**config.mk**
```make
export PLATFORM = sky130hd
export DESIGN_NAME = dsp_cmd_encoder
export DESIGN_NICKNAME = d
export VERILOG_FILES = /design/src/rtl/dsp_cmd_encoder.sv
export SDC_FILE = /design/constraint.sdc
export NUM_CORES = 1
export LEC_CHECK = 0
export ABC_AREA = 1
export CAP_MARGIN = 10
export CORE_AREA = 2 2 80 82
export CTS_CLUSTER_SIZE = 28
export DETAILED_ROUTE_END_ITERATION = 12
export DIE_AREA = 0 0 82 84
export PLACE_DENSITY = 0.77
export SLEW_MARGIN = 15
export SYNTH_ARGS = -nofsm -noshare
export SYNTH_HDL_FRONTEND = slang
export SYNTH_SLANG_ARGS = --single-unit
export TNS_END_PERCENT = 5
```
**constraint.sdc**
```tcl
create_clock -name clk -period 1.6 [get_ports clk]
set_input_delay 0.16 -clock clk [delete_from_list [all_inputs] [get_ports clk]]
set_output_delay 0.16 -clock clk [all_outputs]
set_load 0.05 [all_outputs]
```
**src/rtl/dsp_cmd_encoder.sv**
```systemverilog
// dsp_cmd_encoder: serialises structured host commands into the engine's
// command byte stream, pacing each byte against the engine's SPI FIFO level.
//
// Ports:
//   clk, reset (async, active-low)
//   cmd_valid/cmd_ready            : one command per handshake
//   cmd_kind/opcode/block/reg/data : command fields, latched at accept
//   command_out, command_out_ready : byte to engine plus one-cycle write strobe
//   fifo_count                     : engine FIFO fill level (throttles bytes)
//   invalid_command, err_clear     : engine error input and its clear
//   err_sticky                     : latched engine error
//   busy                           : frame in progress
//   frames_sent, bytes_sent        : statistics, present only with CMD_ENC_STATS_EN
//
// Optional feature macro: CMD_ENC_STATS_EN
module dsp_cmd_encoder #(
  parameter int unsigned n_blocks        = 255,
  parameter int unsigned data_width      = 16,
  parameter int unsigned spi_fifo_length = 32,
  parameter int unsigned fifo_headroom   = 2,
  parameter int unsigned byte_gap        = 1
) (
  input  logic                               clk,
  input  logic                               reset,
  input  logic                               cmd_valid,
  output logic                               cmd_ready,
  input  logic [1:0]                         cmd_kind,
  input  logic [7:0]                         cmd_opcode,
  input  logic [$clog2(n_blocks)-1:0]        cmd_block,
  input  logic [3:0]                         cmd_reg,
  input  logic [data_width-1:0]              cmd_data,
  output logic [7:0]                         command_out,
  output logic                               command_out_ready,
  input  logic [$clog2(spi_fifo_length):0]   fifo_count,
  input  logic                               invalid_command,
  output logic                               err_sticky,
  input  logic                               err_clear,
`ifdef CMD_ENC_STATS_EN
  output logic [31:0]                        frames_sent,
  output logic [31:0]                        bytes_sent,
`endif
  output logic                               busy
);

  localparam int unsigned DATA_BYTES = data_width / 8;
  localparam int unsigned MAX_LEN    = 3 + DATA_BYTES;
  localparam int unsigned FRAME_W    = 8 * MAX_LEN;
  localparam int unsigned LEN_W      = $clog2(MAX_LEN + 1);
  localparam int unsigned CNT_W      = $clog2(spi_fifo_length) + 1;
  localparam int unsigned GAP_W      = (byte_gap > 1) ? $clog2(byte_gap) : 1;
  localparam int unsigned THRESH     = spi_fifo_length - fifo_headroom;

  typedef enum logic [1:0] {IDLE, SEND, GAP} state_t;

  state_t             state;
  logic [FRAME_W-1:0] frame;
  logic [LEN_W-1:0]   len;
  logic [LEN_W-1:0]   idx;
  logic [GAP_W-1:0]   gap_cnt;

  logic [FRAME_W-1:0] frame_c;
  logic [LEN_W-1:0]   len_c;
  logic               issue_c;
  logic               last_c;

  // Assemble the frame MSB-first so bytes leave from the top of the register.
  always_comb begin
    frame_c = '0;
    len_c   = '0;
    frame_c[FRAME_W-1 -: 8] = cmd_opcode;
    case (cmd_kind)
      2'd0: len_c = LEN_W'(1);
      2'd1: begin
        frame_c[FRAME_W-9 -: 8] = 8'(cmd_block);
        len_c = LEN_W'(2);
      end
      2'd2: begin
        frame_c[FRAME_W-9  -: 8] = 8'(cmd_block);
        frame_c[FRAME_W-17 -: 8] = 8'(cmd_reg);
        frame_c[data_width-1:0]  = cmd_data;
        len_c = LEN_W'(3 + DATA_BYTES);
      end
      default: begin
        frame_c[FRAME_W-9 -: data_width] = cmd_data;
        len_c = LEN_W'(1 + DATA_BYTES);
      end
    endcase
  end

  // A byte goes out only while the engine FIFO keeps the required headroom.
  assign issue_c = (state == SEND) && (fifo_count < CNT_W'(THRESH));
  assign last_c  = (idx == len - LEN_W'(1));

  // Frame sequencer: IDLE accepts, SEND emits one strobed byte, GAP spaces bytes.
  always_ff @(posedge clk or negedge reset) begin
    if (!reset) begin
      state             <= IDLE;
      frame             <= '0;
      len               <= '0;
      idx               <= '0;
      gap_cnt           <= '0;
      command_out       <= '0;
      command_out_ready <= 1'b0;
      cmd_ready         <= 1'b1;
      busy              <= 1'b0;
    end else begin
      command_out_ready <= 1'b0;
      case (state)
        IDLE: begin
          if (cmd_valid && cmd_ready) begin
            frame     <= frame_c;
            len       <= len_c;
            idx       <= '0;
            cmd_ready <= 1'b0;
            busy      <= 1'b1;
            state     <= SEND;
          end
        end
        SEND: begin
          if (issue_c) begin
            command_out       <= frame[FRAME_W-1 -: 8];
            command_out_ready <= 1'b1;
            frame             <= frame << 8;
            gap_cnt           <= '0;
            state             <= GAP;
          end
        end
        GAP: begin
          if (gap_cnt == GAP_W'(byte_gap - 1)) begin
            if (last_c) begin
              idx       <= '0;
              cmd_ready <= 1'b1;
              busy      <= 1'b0;
              state     <= IDLE;
            end else begin
              idx   <= idx + LEN_W'(1);
              state <= SEND;
            end
          end else begin
            gap_cnt <= gap_cnt + GAP_W'(1);
          end
        end
        default: begin
          cmd_ready <= 1'b1;
          busy      <= 1'b0;
          state     <= IDLE;
        end
      endcase
    end
  end

  // Sticky engine error; a new error wins over a simultaneous clear.
  always_ff @(posedge clk or negedge reset) begin
    if (!reset) begin
      err_sticky <= 1'b0;
    end else if (invalid_command) begin
      err_sticky <= 1'b1;
    end else if (err_clear) begin
      err_sticky <= 1'b0;
    end
  end

`ifdef CMD_ENC_STATS_EN
  // Traffic counters, wrapping naturally at 2^32.
  always_ff @(posedge clk or negedge reset) begin
    if (!reset) begin
      frames_sent <= '0;
      bytes_sent  <= '0;
    end else if (issue_c) begin
      bytes_sent <= bytes_sent + 32'd1;
      if (last_c) begin
        frames_sent <= frames_sent + 32'd1;
      end
    end
  end
`endif

endmodule

```
==> metrics.sh <==
OUTCOME='finished, final reports clean'
TOTAL_POWER_mW=6.85
POST_SYNTH_NUM_CELL_TYPES=26
AVGVIACOUNTPERCELL=5.13
AREA.GROWTH.SYNTH_TO_FINAL_PCT=32.3
YOSYS.AREA.TOP_TYPE_SHARE_PCT=49.8
LAYOUT.NETS=497
SETUP.WORST_PATH.START='len[0]$_DFFE_PN0P_'
POST_SYNTHESIS_SEQUENTIAL_AREA_RATIO_PCT=50.7
PORT_BUFFERS=59
TIMING.CRITICAL_PATH.ARRIVAL_NS=1.70
SYN_NETS=429
SYNTH_AREA_MM2=0.00297
FLOORPLAN.DIE.HEIGHT_UM=84
DP.CELLS=506
PLACE.DETAILED.HPWL_MM=4.79
SYNTHESIS.INSTANCES=373
CTS_BUFFERS=9
HOLD_VIOL_FINAL=0
CORE_AREA_MM2=0.00610
GRT_PASS1_VIAS=2712
PEAK_FREQ_MHz=682
TRITONCTS_CLOCK_TREE='done'
CLK-INSERTION-DELAY-LATE_NS=0.34
DRV_SLEW=0
DR_TOTAL_VIAS=2681
FINAL.MIN_CLOCK_PERIOD_NS=1.47
WORSTPATHMAXFANOUT=5
CRIT_PATH_FREQUENT_CELL='nand2_1'
ASYNC_FLOP_SHARE_PCT=100
STDCELL_COUNT=523
ROUTE.FINAL.WIRE_LENGTH_MM=6.95
WORST_PIN_SLEW_NS=0.430
WIRE_LENGTH_OF_THE_FIRST_GLOBAL_ROUTING_PASS_MM=12.1
GRT_ANTENNA_BEFORE_REPAIR=0
TIMING.RR.START='len[0]$_DFFE_PN0P_'
REMAINING_DRC_ERRORS=0
CLK_ROOT_BUFFER_CELL='clkbuf_8'
START_KIND='flop'
REGISTER_CLOCK_PIN_SLEW_ON_THE_REPORTED_WORST_SETUP_AND_HOLD_PATHS_NS=0.07
CRITICAL_PATH.SLOWEST_CELL='dfrtp_1'
GRT-OVFL-TOTAL=0
TIMING.SLEW.HEADROOM_PCT=71.3
DIE_X_EXTENT_UM=82
CRITICAL_PATH.MAX_STAGE_DELAY_NS=0.38
POSTROUTEANTENNANETS=0
TOTAL_LEAKAGE_POWER_nW=1.99
INITIAL_CORE_UTIL_PCT=48.6
POSTSYNTHAREAPERCELL_UM2=7.95
SETUP-VIOLATIONS-FINAL=0
MAX-VDD-IR-DROP_uV=1030
POST-SYNTH-TOP-COUNT-CELL='nand2_1'
GP_ROUTABILITY_CONGESTION=0.847
FILL_CELLS=536
HOLDCRITPATHCLASS='in -> async'
MAXCAPVIOLATIONS=0
CRITPATHCAPTURETYPE='flop'
SYNTH_WARNINGS=0
SYNTH_COMMONEST_CELLS='142 x nand2_1, 59 x dfrtp_1, 36 x nand3_1'
FIN_SETUP_TNS_NS=0
CTS_HTREE_LEVELS=3
CP_DATA_REQUIRED_TIME_NS=1.83
CTS_SETUP_BUFFERS=0
PERIOD_SHARE_PCT=91.7
POST_CTS_RESIZE_COUNT=0
SYNTH_AREA_LEADERS='dfrtp_1 50%, nand2_1 18%, nand3_1 6.1%'
RSZ0062_AT_GRT='false'
MAX-CLOCK-PATH-BUFFERS=2
PIN_COUNT_OF_THE_BIGGEST_NET_ENTERING_GLOBAL_ROUTING=61
PATH_CELLS='inv_1 > ha_1 > inv_1 > nand2_1 > nand2_1 > nor2_1 > nand2_1 > nand2_1 > nand2_1 > nand2_1 > nand2_1'
ROUTE.DETAILED.WL_PER_INST_UM=13.3
SYNTH_LARGEST_AREA_CELL='dfrtp_1'
CLOCK-SINKS=60
PLACEMENTROWS=29
DESIGN.PORTCOUNT=61
CLOCK_SKEW_NS=0.00699
GRT_USE_TOTAL_PCT=22.8
SYNTH-EDFF-COUNT=0
POWER-PER-CELL-AREA_mW_PER_MM2=1750
DRT_FIRST_ITER_VIOLATIONS=203
WORST-SETUP-PATH-TYPE='reg -> reg'
YS.FLOP_TYPE='dfrtp_1'
DRT_PRE_ANTENNA_ITERS=5
FINALCOREUTILIZATION_PCT=64.3
DIE_AREA_MM2=0.00689
ANTENNADIODECOUNT=0
FRACTION_OF_FINAL_LAYOUT_CELLS_SIZED_BEYOND_DRIVE_STRENGTH_1_PCT=11.4
YOSYS_REGISTER_BITS=60
POSTCTSHOLDBUFS=1
## worst max-delay path, delay by kind of cell (launching register included)
family,cells,cell delay (ns)
buf+inv,2,0.09
flops,1,0.38
simple gates,8,0.59
fa+ha+maj,1,0.29
## power by group
part / leakage [nW] / switching (mW) / internal [mW]
combinational: 1.09 / 1.76 / 0.986
clock: 0.122 / 0.601 / 0.999
sequential: 0.779 / 0.339 / 2.17
## flip-flops by register name, indices dropped and copies added (netlist names)
signal,count
frame,40
command_out,8
idx,3
len,3
state,2
busy,1
cmd_ready,1
command_out_ready,1
err_sticky,1
## per-layer routing
metal  vias to the layer above  GRT usage [%]  routed length [µm]
met5                         -              0                   0
met4                         0           8.64                 124
met3                        10           5.30                 428
met2                        92           36.7                3490
met1                      1245           29.6                2900
li1                       1334              -                   -
## through the flow
| stage | worst slack (ns) | hold WS, ns | cell area [µm²] |
|---|---|---|---|
| 2_1_floorplan | 0.0706 | -0.136 | 2970 |
| 3_3_place_gp | -0.0399 | 0.195 | 3680 |
| 3_5_place_dp | -0.108 | 0.192 | 3680 |
| 4_1_cts | 0.110 | 0.365 | 3920 |
| 5_1_grt | 0.0384 | 0.387 | 3920 |
| 6_report | 0.133 | 0.333 | 3920 |
## logic make-up after synthesis
group	share of synthesized area, %
compound gates	11.6
mux	0.338
xor+xnor	0.591
fa+ha+maj	2.95
simple gates	26.3
buf+inv	7.55
flops	50.7
## cells in the final DEF (no fill, tap or decap), drive strengths merged
master,count
nand2,144
dfrtp,59
clkdlybuf4s50,46
o21ai,38
nand3,37
inv,33
buf,29
clkbuf,12
a21oi,11
o211ai,8
nor2,7
ha,7
a22oi,4
bufinv,2
clkinv,2
nand4,1
o21bai,1
xnor2,1
mux2i,1
xor2,1
dfstp,1
dlygate4sd3,1
## cell type report
cell class                 instances  area (µm²)  share of cell area [%]
clock buffer                      12         165                    4.21
tap                               77        96.3                    2.46
clock inverter                     4        70.1                    1.79
sequential                        60        1500                    38.3
timing repair buffer              76         723                    18.4
multi-input combinational        261        1240                    31.6
inverter                          33         126                    3.22
## worst paths after layout
| kind | end | slack (ns) | cells past startpoint |
|---|---|---|---|
| worst max-delay path | busy$_DFFE_PN0P_ | 0.13 | 11 |
| worst min-delay path | len[2]$_DFFE_PN0P_ | 0.33 | 3 |
| worst max register to register | busy$_DFFE_PN0P_ | 0.13 | 11 |
| worst min register to register | frame[20]$_DFFE_PN0P_ | 0.48 | 2 |
| max in group asynchronous | cmd_ready$_DFFE_PN1P_ | 0.96 | 3 |
| min in group clk | err_sticky$_DFFE_PN0P_ | 0.39 | 2 |
Note: power is estimated with default switching activity, not from simulation.
